$ cat config.mk
export PLATFORM = sky130hd
export DESIGN_NAME = sma_us_interp
export DESIGN_NICKNAME = d
export VERILOG_FILES = /design/src/rtl/sma_us_interp.sv
export SDC_FILE = /design/constraint.sdc
export NUM_CORES = 1
export LEC_CHECK = 0
export ABC_AREA = 0
export CORE_ASPECT_RATIO = 1.4
export CORE_UTILIZATION = 45
export DETAILED_ROUTE_END_ITERATION = 10
export PLACE_DENSITY = 0.74
export SLEW_MARGIN = 5
export SYNTH_ARGS = -nofsm -noshare
export SYNTH_HDL_FRONTEND = slang
export SYNTH_SLANG_ARGS = --single-unit
$ cat constraint.sdc
create_clock -name clk -period 3.23 [get_ports clk]
set_input_delay 0.323 -clock clk [delete_from_list [all_inputs] [get_ports clk]]
set_output_delay 0.323 -clock clk [all_outputs]
set_load 0.005 [all_outputs]
$ cat src/rtl/sma_us_interp.sv
// sma_us_interp: linear-interpolating upsampler, L = 2**LOG2_L outputs per input.
// Each pair of consecutive input samples (a, b) produces the burst
// floor((L*a + k*(b-a))/L), k = 0..L-1, on a valid/ready output stream.
// The very first input after reset only primes the interpolator.
// Optional feature macro: SMA_US_ROUND_EN (round half up instead of floor).
module sma_us_interp #(
  parameter int DATA_W = 16,
  parameter int LOG2_L = 2
) (
  input  logic                     clk,
  input  logic                     rst,
  input  logic signed [DATA_W-1:0] x,
  input  logic                     x_valid,
  output logic                     x_ready,
  output logic signed [DATA_W-1:0] y,
  output logic                     y_valid,
  input  logic                     y_ready
);

  localparam int DW = DATA_W + 1;
  localparam int AW = DATA_W + LOG2_L + 1;

  typedef enum logic [1:0] {
    PRIME,
    WAIT,
    RUN
  } state_t;

  state_t                   state;
  logic signed [DATA_W-1:0] x_prev;
  logic signed [DATA_W-1:0] x_cur;
  logic signed [DW-1:0]     diff;
  logic signed [AW-1:0]     acc;
  logic [LOG2_L-1:0]        phase;

  logic                     last_phase;
  logic                     x_fire;
  logic                     y_fire;
  logic signed [DATA_W-1:0] base;
  logic signed [DW-1:0]     new_diff;
  logic signed [AW-1:0]     new_acc;

  // Handshakes and the values a freshly accepted sample loads. The burst
  // starts from x_prev in WAIT, and from x_cur when a new sample chains
  // directly onto the last output of a running burst.
  always_comb begin
    last_phase = (phase == {LOG2_L{1'b1}});
    y_valid    = (state == RUN);
    x_ready    = (state != RUN) || (y_ready && last_phase);
    x_fire     = x_valid && x_ready;
    y_fire     = y_valid && y_ready;
    base       = (state == RUN) ? x_cur : x_prev;
    new_diff   = DW'(x) - DW'(base);
    new_acc    = AW'(base) <<< LOG2_L;
  end

`ifdef SMA_US_ROUND_EN
  localparam logic signed [AW-1:0] HALF = AW'(1) <<< (LOG2_L - 1);
  logic signed [AW-1:0] acc_rnd;

  // Round half up; acc has a spare headroom bit so adding HALF cannot wrap.
  always_comb begin
    acc_rnd = acc + HALF;
    y       = DATA_W'(acc_rnd >>> LOG2_L);
  end
`else
  // Floor toward -inf: the arithmetic shift of the scaled accumulator.
  always_comb begin
    y = DATA_W'(acc >>> LOG2_L);
  end
`endif

  // Controller and datapath: prime, wait for the second endpoint, then step
  // acc by diff once per accepted output until the burst wraps.
  always_ff @(posedge clk or posedge rst) begin
    if (rst) begin
      state  <= PRIME;
      x_prev <= '0;
      x_cur  <= '0;
      diff   <= '0;
      acc    <= '0;
      phase  <= '0;
    end else begin
      case (state)
        PRIME: begin
          if (x_fire) begin
            x_prev <= x;
            state  <= WAIT;
          end
        end
        WAIT: begin
          if (x_fire) begin
            x_cur <= x;
            diff  <= new_diff;
            acc   <= new_acc;
            phase <= '0;
            state <= RUN;
          end
        end
        RUN: begin
          if (y_fire) begin
            if (!last_phase) begin
              acc   <= acc + AW'(diff);
              phase <= phase + LOG2_L'(1);
            end else begin
              x_prev <= x_cur;
              if (x_valid) begin
                x_cur <= x;
                diff  <= new_diff;
                acc   <= new_acc;
                phase <= '0;
              end else begin
                state <= WAIT;
              end
            end
          end
        end
        default: state <= PRIME;
      endcase
    end
  end

endmodule
After elaboration in Yosys (flattened, before gate mapping)
Index checks and enable logic that the tools add are counted.
{"block": "word_totals", "register_bits": 72, "inputBits": 20}
{"block": "classes", "eq_ne": 11, "n_reduce_logical": 11, "n_addsub": 3, "muxes": 30}
{"operator": "$mux 16", "n": 7}
{"operator": "$mux 19", "n": 4}
{"operator": "$mux 17", "n": 4}
{"operator": "$pmux 16 s2", "n": 2}
{"operator": "$pmux 19 s2", "n": 1}
{"operator": "$pmux 17 s2", "n": 1}
{"operator": "$add 19x17->19", "n": 1}
{"operator": "$mux 2", "n": 9}
{"operator": "$sub 16x16->17", "n": 1}
{"operator": "$ne 2x2->1 const B", "n": 5}
{"operator": "$reduce_and 5->1", "n": 2}
{"operator": "$reduce_and 4->1", "n": 2}
{"operator": "$pmux 2 s3", "n": 1}
{"operator": "$eq 2x2->1 const B", "n": 2}
{"operator": "$ne 2x1->1 const B", "n": 2}
{"operator": "$pmux 2 s2", "n": 1}
{"operator": "$reduce_bool 2->1", "n": 2}
{"operator": "$logic_and 1x1->1", "n": 3}
{"operator": "$ne 3x3->1 const B", "n": 1}
{"operator": "$add 2x1->2 const B", "n": 1}
{"operator": "$eq 2x1->1 const B", "n": 1}
{"operator": "$logic_not 2->1", "n": 1}
{"operator": "$logic_or 1x1->1", "n": 1}

Logic depth before layout (Yosys ltp)
Gate-level depths: netlist (run 1).
{"block": "logic_depth", "ltp_word": 7, "mapped_depth": 13}

Worst setup path before layout (run 1)
OpenSTA, ideal clock, no wires.
{"block": "synth_path", "path_kind": "reg-to-reg", "from": "register state[0]", "to": "register diff[12]", "path_buffers": 2, "path_slack_ps": -175, "required_time_ps": 3161, "synth_period_minus_slack_ps": 3405, "arrival_time_ps": 3336, "stages_incl_launch_ff": 13, "path_cell_list": "dfrtp_1 inv_1 ha_1 buf_2 buf_2 mux2i_1 fa_1 a211o_1 a2111oi_4 o31ai_2 a21oi_2 or4b_1 nand3_1"}
{"block": "synth_via", "elab_chain_len": 7, "elab_cells_between_ends": 19, "classes_between": "add/sub: 1; eq/ne: 7; mux: 6; reduce/logical: 5"}
{"element": "from (decl)", "line": "29", "rtl": "state_t state;"}
{"element": "from (signal assigned)", "line": "77", "rtl": "state <= PRIME;"}
{"element": "from (signal assigned)", "line": "88", "rtl": "state <= WAIT;"}
{"element": "from (signal assigned)", "line": "97", "rtl": "state <= RUN;"}
{"element": "$eq 2x2->1 (*)", "line": "48", "rtl": "y_valid = (state == RUN);"}
{"element": "named net y_valid", "line": "16", "rtl": "output logic y_valid,"}
{"element": "$mux 16", "line": "52", "rtl": "base = (state == RUN) ? x_cur : x_prev;"}
{"element": "$sub 16x16->17", "line": "53", "rtl": "new_diff = DW'(x) - DW'(base);"}
{"element": "$mux 17", "line": "107", "rtl": "if (x_valid) begin"}
{"element": "$mux 17", "line": "102", "rtl": "if (!last_phase) begin"}
{"element": "$mux 17", "line": "101", "rtl": "if (y_fire) begin"}
{"element": "$pmux 17 s2", "line": "84", "rtl": "case (state)"}
{"element": "to (signal assigned)", "line": "94", "rtl": "diff <= new_diff;"}
{"element": "to (signal assigned)", "line": "109", "rtl": "diff <= new_diff;"}
{"element": "to (decl)", "line": "32", "rtl": "logic signed [DW-1:0] diff;"}
Mark *: on every way through the listed nets, which the timed path passes. The rest lies on a longest branch. The select of a mux whose other input is x is not followed.
A chain may end at the register's enable or synchronous reset.

Worst setup path in the final report (run 1)
{"block": "layout_path", "from": "register state[0]", "to": "register diff[12]"}
{"block": "layout_via", "elab_chain_len": 7, "elab_cells_between_ends": 19, "classes_between": "add/sub: 1; eq/ne: 7; mux: 6; reduce/logical: 5"}
{"element": "$eq 2x2->1", "line": "48, 52, 84"}
{"element": "$mux 16", "line": "52"}
{"element": "$sub 16x16->17", "line": "53"}
{"element": "$mux 17", "line": "107"}
{"element": "$mux 17", "line": "102"}
{"element": "$mux 17", "line": "101"}
{"element": "$pmux 17 s2", "line": "84"}
Several ways; a longest one is shown, not always the timed one. The select of a mux whose other input is x is not followed.

==> run summary, run 1 <==
final cycle utilization of the critical path: 98.2%
Final nets: 629
Hold Path Class: primary input to asynchronous set/reset pin
top post-synthesis cells by count: dfrtp_1 (71), a21oi_1 (59), nand2_1 (53)
Netlist cell types: 55
CP Buf/Inv Count: 2
post-synthesis xor/xnor area fraction: 3.35%
largest net degree at the start of global routing: 55
gr ovfl total: 0
Clk pin slew, worst setup/hold paths: 50 ps
Peak Freq: 315 MHz
cell count after synthesis: 546
starting density of the core: 46.0%
RSZ-0062 raised after global routing: yes
max-slew violations: 0
FILL cells: 996
Setup crit start kind: flop
post-synthesis register bit count: 71
Slew @ Worst Pin: 718 ps
Multi-input gate area: 2970 sq um
critical path's top delay family: compound AO/OA/AOI/OAI gates
Avg Cell Area, Syn: 9.11 sq um
layout cells sized above 1: 9.42%
hold_buf cts: 0
crit-path cells: inv_1 > ha_2 > buf_12 > mux2i_2 > ha_4 > a211o_1 > a2111oi_4 > o31ai_2 > a21oi_2 > or4b_1 > nand3_1
Syn Nets: 607
asr flop ratio synth: 100%
# rows: 45
cell taking the most area after synthesis: dfrtp_1
Diodes inserted: 0
Die Ht: 126 um
top cell type's share of synthesized area: 35.7%
initial antenna violation count: 0
die area: 11,500 sq um
Slowest cell on crit path: or4b_1
mux cell area share after synthesis: 10.5%
Mapped Area: 4970 sq um
EDFF count, synth: 0
synth warn: 0
CTS H-tree depth: 3
Synth-to-Final Area Change: 15.4%
I/O pin count: 38
routability cong.: 0.866
Slew HR: 52.1%
drt wl/cell: 15.8 um
Critical path origin: state[0]$_DFFE_PP0P_
simple-gate area share of the yosys netlist: 13.8%
Final ANT Viol Nets: 0
RR Endpoint: diff[12]$_DFFE_PP0P_
Core Area: 10,800 sq um
via density per instance: 5.73
CTS max path bufs: 2
CP max stage delay: 460 ps
fin crit period: 3170 ps
Fin Hold WS: 430 ps
total track usage: 20.6%
total wire length: 11,300 um
status: completed
worst setup margin: 56.7 ps
post-synthesis adder-cell area fraction: 10.6%
clock sinks: 71
CTS root buffer: clkbuf_16
input/output buffers: 37
worst skew pair latency: 330 ps
DRT iter0 DRCs: 169
worst path required time: 3500 ps
final setup fails: 0
worst clock skew: 4.31 ps
CP Capture Type: flop
first-pass GRT wire length: 19,000 um
Compound-Gate Fraction of Synth Area: 20.9%
crit path DAT: 3440 ps
count leader, synth: dfrtp_1
total number of vias: 4,092
most area-consuming cells after synthesis: dfrtp_1 (36%), ha_1 (9.8%), mux2i_1 (6.4%)
Die W: 90.9 um
vias in the first global route: 4,027
main combinational cell family by area after synthesis: compound AO/OA/AOI/OAI gates
cell count along the critical path: 11
FF-to-FF Start: state[0]$_DFFE_PP0P_
Reg area: 1780 sq um
DP HPWL: 8500 um
TritonCTS clock tree: built
DRC viols: 0
Seq/Total Area, Yosys: 35.7%
Worst Path Max Fanout: 19
pre-CTS WS: 81.6 ps
R2R cell count: 11
max-cap violation count: 0
R2R Setup Slk: 60 ps
Pre-antenna DRT Iters: 4
top_reg_cell synth: dfrtp_1
CTS Buf Count: 9
kind of critical path: flop to flop
Final Hold Vio Count: 0
==> final cells by class <==
| type | instances | share of cell area (%) |
|---|---|---|
| Clock buffer | 16 | 4.73 |
| Multi-Input combinational cell | 424 | 51.7 |
| Sequential cell | 71 | 31.0 |
| Timing Repair Buffer | 49 | 8.74 |
| Inverter | 13 | 0.850 |
| Tap cell | 141 | 3.07 |
==> cells by family after synthesis <==
kind of cell,Yosys count
compound gates,166
simple gates,148
flops,71
buf+inv,51
mux,50
fa+ha+maj,41
xor+xnor,19
==> worst register-to-register path: cells and delay by family (launching register included) <==
kind	cells	cell delay, ps
buffers and inverters	2	280
muxes	1	330
adders and majority gates	2	490
DFF	1	370
AOI/OAI and AO/OA	4	1090
and+or+nand+nor	2	560
==> worst max-delay path by stage <==
| stage | slack (ps) | endpoint |
|---|---|---|
| final | 60 | diff[12]$_DFFE_PP0P_ |
| after global routing | -30 | diff[12]$_DFFE_PP0P_ |
| after CTS | 50 | diff[12]$_DFFE_PP0P_ |
| after detailed placement | 80 | diff[12]$_DFFE_PP0P_ |
| after global placement | 140 | diff[12]$_DFFE_PP0P_ |
| after floorplan | 10 | diff[12]$_DFFE_PP0P_ |
==> registers in the layout, summed over array words and instances, names as in the netlist <==
signal	count
x_cur	16
state	2
diff	17
phase	2
x_prev	16
acc	18
==> through the flow <==
step | setup TNS (ps) | cell area (sq um) | std cells | utilization [%]
3_3_place_gp | 0 | 5440 | 697 | 50.3
3_5_place_dp | 0 | 5440 | 697 | 50.3
5_1_grt | -36.8 | 5740 | 714 | 53.1
6_report | 0 | 5740 | 714 | 53.1
4_1_cts | 0 | 5710 | 713 | 52.8
2_1_floorplan | 0 | 4980 | 546 | -
==> cells in the final DEF (no fill, tap or decap), drive strengths merged, types with 3 or more instances in the layout <==
cell           count
o21ai             45
nand2b             5
nand2             53
a211o              3
clkbuf            16
nor4               3
o21a               8
a211oi             8
o21bai             4
ha                39
nor2b              7
a2111oi            3
nand3             13
nor3b              4
o22a               3
clkdlybuf4s50     37
xnor2             13
buf               12
a21oi             61
nor2              41
a21o               7
o211ai             3
o31ai              6
nor3               9
xor2               6
inv               13
mux2              18
dfrtp             71
mux2i             32
==> metal layers <==
| layer | vias to the layer above | part of all wire [%] | track usage (%) |
|---|---|---|---|
| li1 | 2010 | - | - |
| met1 | 1942 | 43 | 24.4 |
| met2 | 112 | 50 | 35.6 |
| met3 | 28 | 3.7 | 3.42 |
| met4 | 0 | 3.3 | 11.3 |
| met5 | - | 0 | 0 |
==> repair_timing <==
item / 4_1_cts / 5_1_grt
gates resized for setup: 0 / 4
setup buffers: 0 / 1
endpoints found under the setup margin: 0 / 3
Power of run 1 is left out: the tool's default activity adds up to more than one toggle a clock period on the data nets, which glitch-free logic cannot reach.
==> run 2, diff against run 1 <==
--- a/config.mk
+++ b/config.mk
@@ -6,7 +6,7 @@
 export NUM_CORES = 1
 export LEC_CHECK = 0
 export ABC_AREA = 0
-export CORE_ASPECT_RATIO = 1.4
+export ABC_CLOCK_PERIOD_IN_PS = 3230
 export CORE_UTILIZATION = 45
 export DETAILED_ROUTE_END_ITERATION = 10
 export PLACE_DENSITY = 0.74
==> run 2 against run 1 <==
Register-to-register slack hardly changed. First-iteration DRC count is 52% higher. Largest cell class unchanged. Global-route usage is 0.58 points lower. Sequential share of layout area is 0.13 points higher.
==> run summary, run 2 (synthesized netlist as in run 1, its figures left out) <==
CTS H-tree depth: 3
most frequent cells in the layout: dfrtp_1 (70), a21oi_1 (59), nand2_1 (53)
via density per instance: 5.65
worst clock skew: 15.2 ps
Biggest register: acc
largest net degree at the start of global routing: 43
worst skew pair latency: 350 ps
CTS root buffer: clkbuf_8
Die Ht: 107 um
Final nets: 633
Clk pin slew, worst setup/hold paths: 80 ps
FF-to-FF Start: state[1]$_DFFE_PP0P_
final setup fails: 0
worst path required time: 3520 ps
Multi-input gate area: 3020 sq um
I/O pin count: 38
Peak Freq: 316 MHz
DRC viols: 0
Diodes inserted: 0
Reg area: 1780 sq um
Slew @ Worst Pin: 750 ps
Hold Path Class: primary input to asynchronous set/reset pin
Fin Hold WS: 444 ps
total number of vias: 4,054
max-slew violations: 0
Top Registers: acc (18), diff (17)
Setup crit start kind: flop
initial antenna violation count: 0
CTS Buf Count: 9
Slew HR: 48.7%
crit path DAT: 3460 ps
first-pass GRT wire length: 18,100 um
layout cells sized above 1: 11.6%
kind of critical path: flop to flop
starting density of the core: 46.1%
input/output buffers: 37
Die W: 107 um
Final Hold Vio Count: 0
Final ANT Viol Nets: 0
TritonCTS clock tree: built
max-cap violation count: 0
Synth-to-Final Area Change: 15.0%
gr ovfl total: 0
vias in the first global route: 3,837
max reg flops: 18
Pre-antenna DRT Iters: 7
status: completed
drt wl/cell: 15.7 um
final cycle utilization of the critical path: 97.9%
Critical path origin: state[1]$_DFFE_PP0P_
CTS max path bufs: 2
die area: 11,500 sq um
commonest non-fill, non-tap cell in the layout: dfrtp_1
total wire length: 11,200 um
fin crit period: 3160 ps
routability cong.: 0.960
CP Capture Type: flop
FILL cells: 972
clock sinks: 71
DRT iter0 DRCs: 257
DP HPWL: 8340 um
Worst Path Max Fanout: 3
# rows: 38
Core Area: 10,800 sq um
total track usage: 20.0%
[run 2: cell types whose count changed in the layout (fill, tap and decap cells not counted), sizes merged]
cell | previous run | this run
buf | 12 | 16
bufinv | 0 | 1
clkbuf | 16 | 12
clkinv | 0 | 3
[run 2: stage by stage]
| stage | TNS (ps) | worst slack [ps] | cell area [sq um] | instances | util [%] |
|---|---|---|---|---|---|
| CTS | 0 | 46.6 | 5620 | 713 | 52.1 |
| floorplan | 0 | 13.9 | 4980 | 546 | - |
| finish | 0 | 69.1 | 5720 | 717 | 53.0 |
| global route | -68.8 | -35.8 | 5720 | 717 | 53.0 |
| detailed placement | 0 | 61.5 | 5430 | 697 | 50.3 |
| global placement | 0 | 158 | 5430 | 697 | 50.3 |
[run 2: what timing repair did]
item / CTS / global route
hold endpoints to repair: 0 / 0
hold buffers: 0 / 0
setup buffers: 0 / 5
resized for setup: 0 / 15
endpoints found under the setup margin: 0 / 2
[run 2: worst paths after layout]
kind	endpoint	slack (ps)	depth (start not counted)
min	x_cur[5]$_DFFE_PP0P_	440	2
max	diff[12]$_DFFE_PP0P_	70	11
max in group asynchronous	diff[8]$_DFFE_PP0P_	2150	3
min in group clk	phase[0]$_DFFE_PP0P_	490	1
max reg2reg	diff[12]$_DFFE_PP0P_	70	11
min reg2reg	phase[0]$_DFFE_PP0P_	490	1
[run 2: cell type report]
type / instances / share of cell area (%)
multi-input cells: 424 / 52.8
clock inverters: 4 / 0.787
well taps: 140 / 3.06
clock buffers: 12 / 2.54
repair buffers: 53 / 8.86
flip-flops and latches: 71 / 31.1
inverters: 13 / 0.853
[run 2: critical path, stage by stage, from the launching register on]
cell,delay (ps)
dfrtp_2,440
ha_4,190
mux2_4,220
ha_4,130
inv_1,50
fa_2,420
a211o_1,360
a2111oi_4,450
o31ai_4,140
a21oi_2,150
or4b_4,480
nand3_2,90
[run 2: layer usage]
| layer | part of all wire (%) | global-route usage [%] | vias up |
|---|---|---|---|
| met1 | 48 | 27.5 | 1926 |
| met4 | 2.1 | 9.59 | 0 |
| met3 | 3.9 | 2.31 | 22 |
| met2 | 46 | 31.5 | 101 |
| met5 | 0 | 0 | - |
| li1 | - | - | 2005 |
Power of run 2 is left out for the same reason.
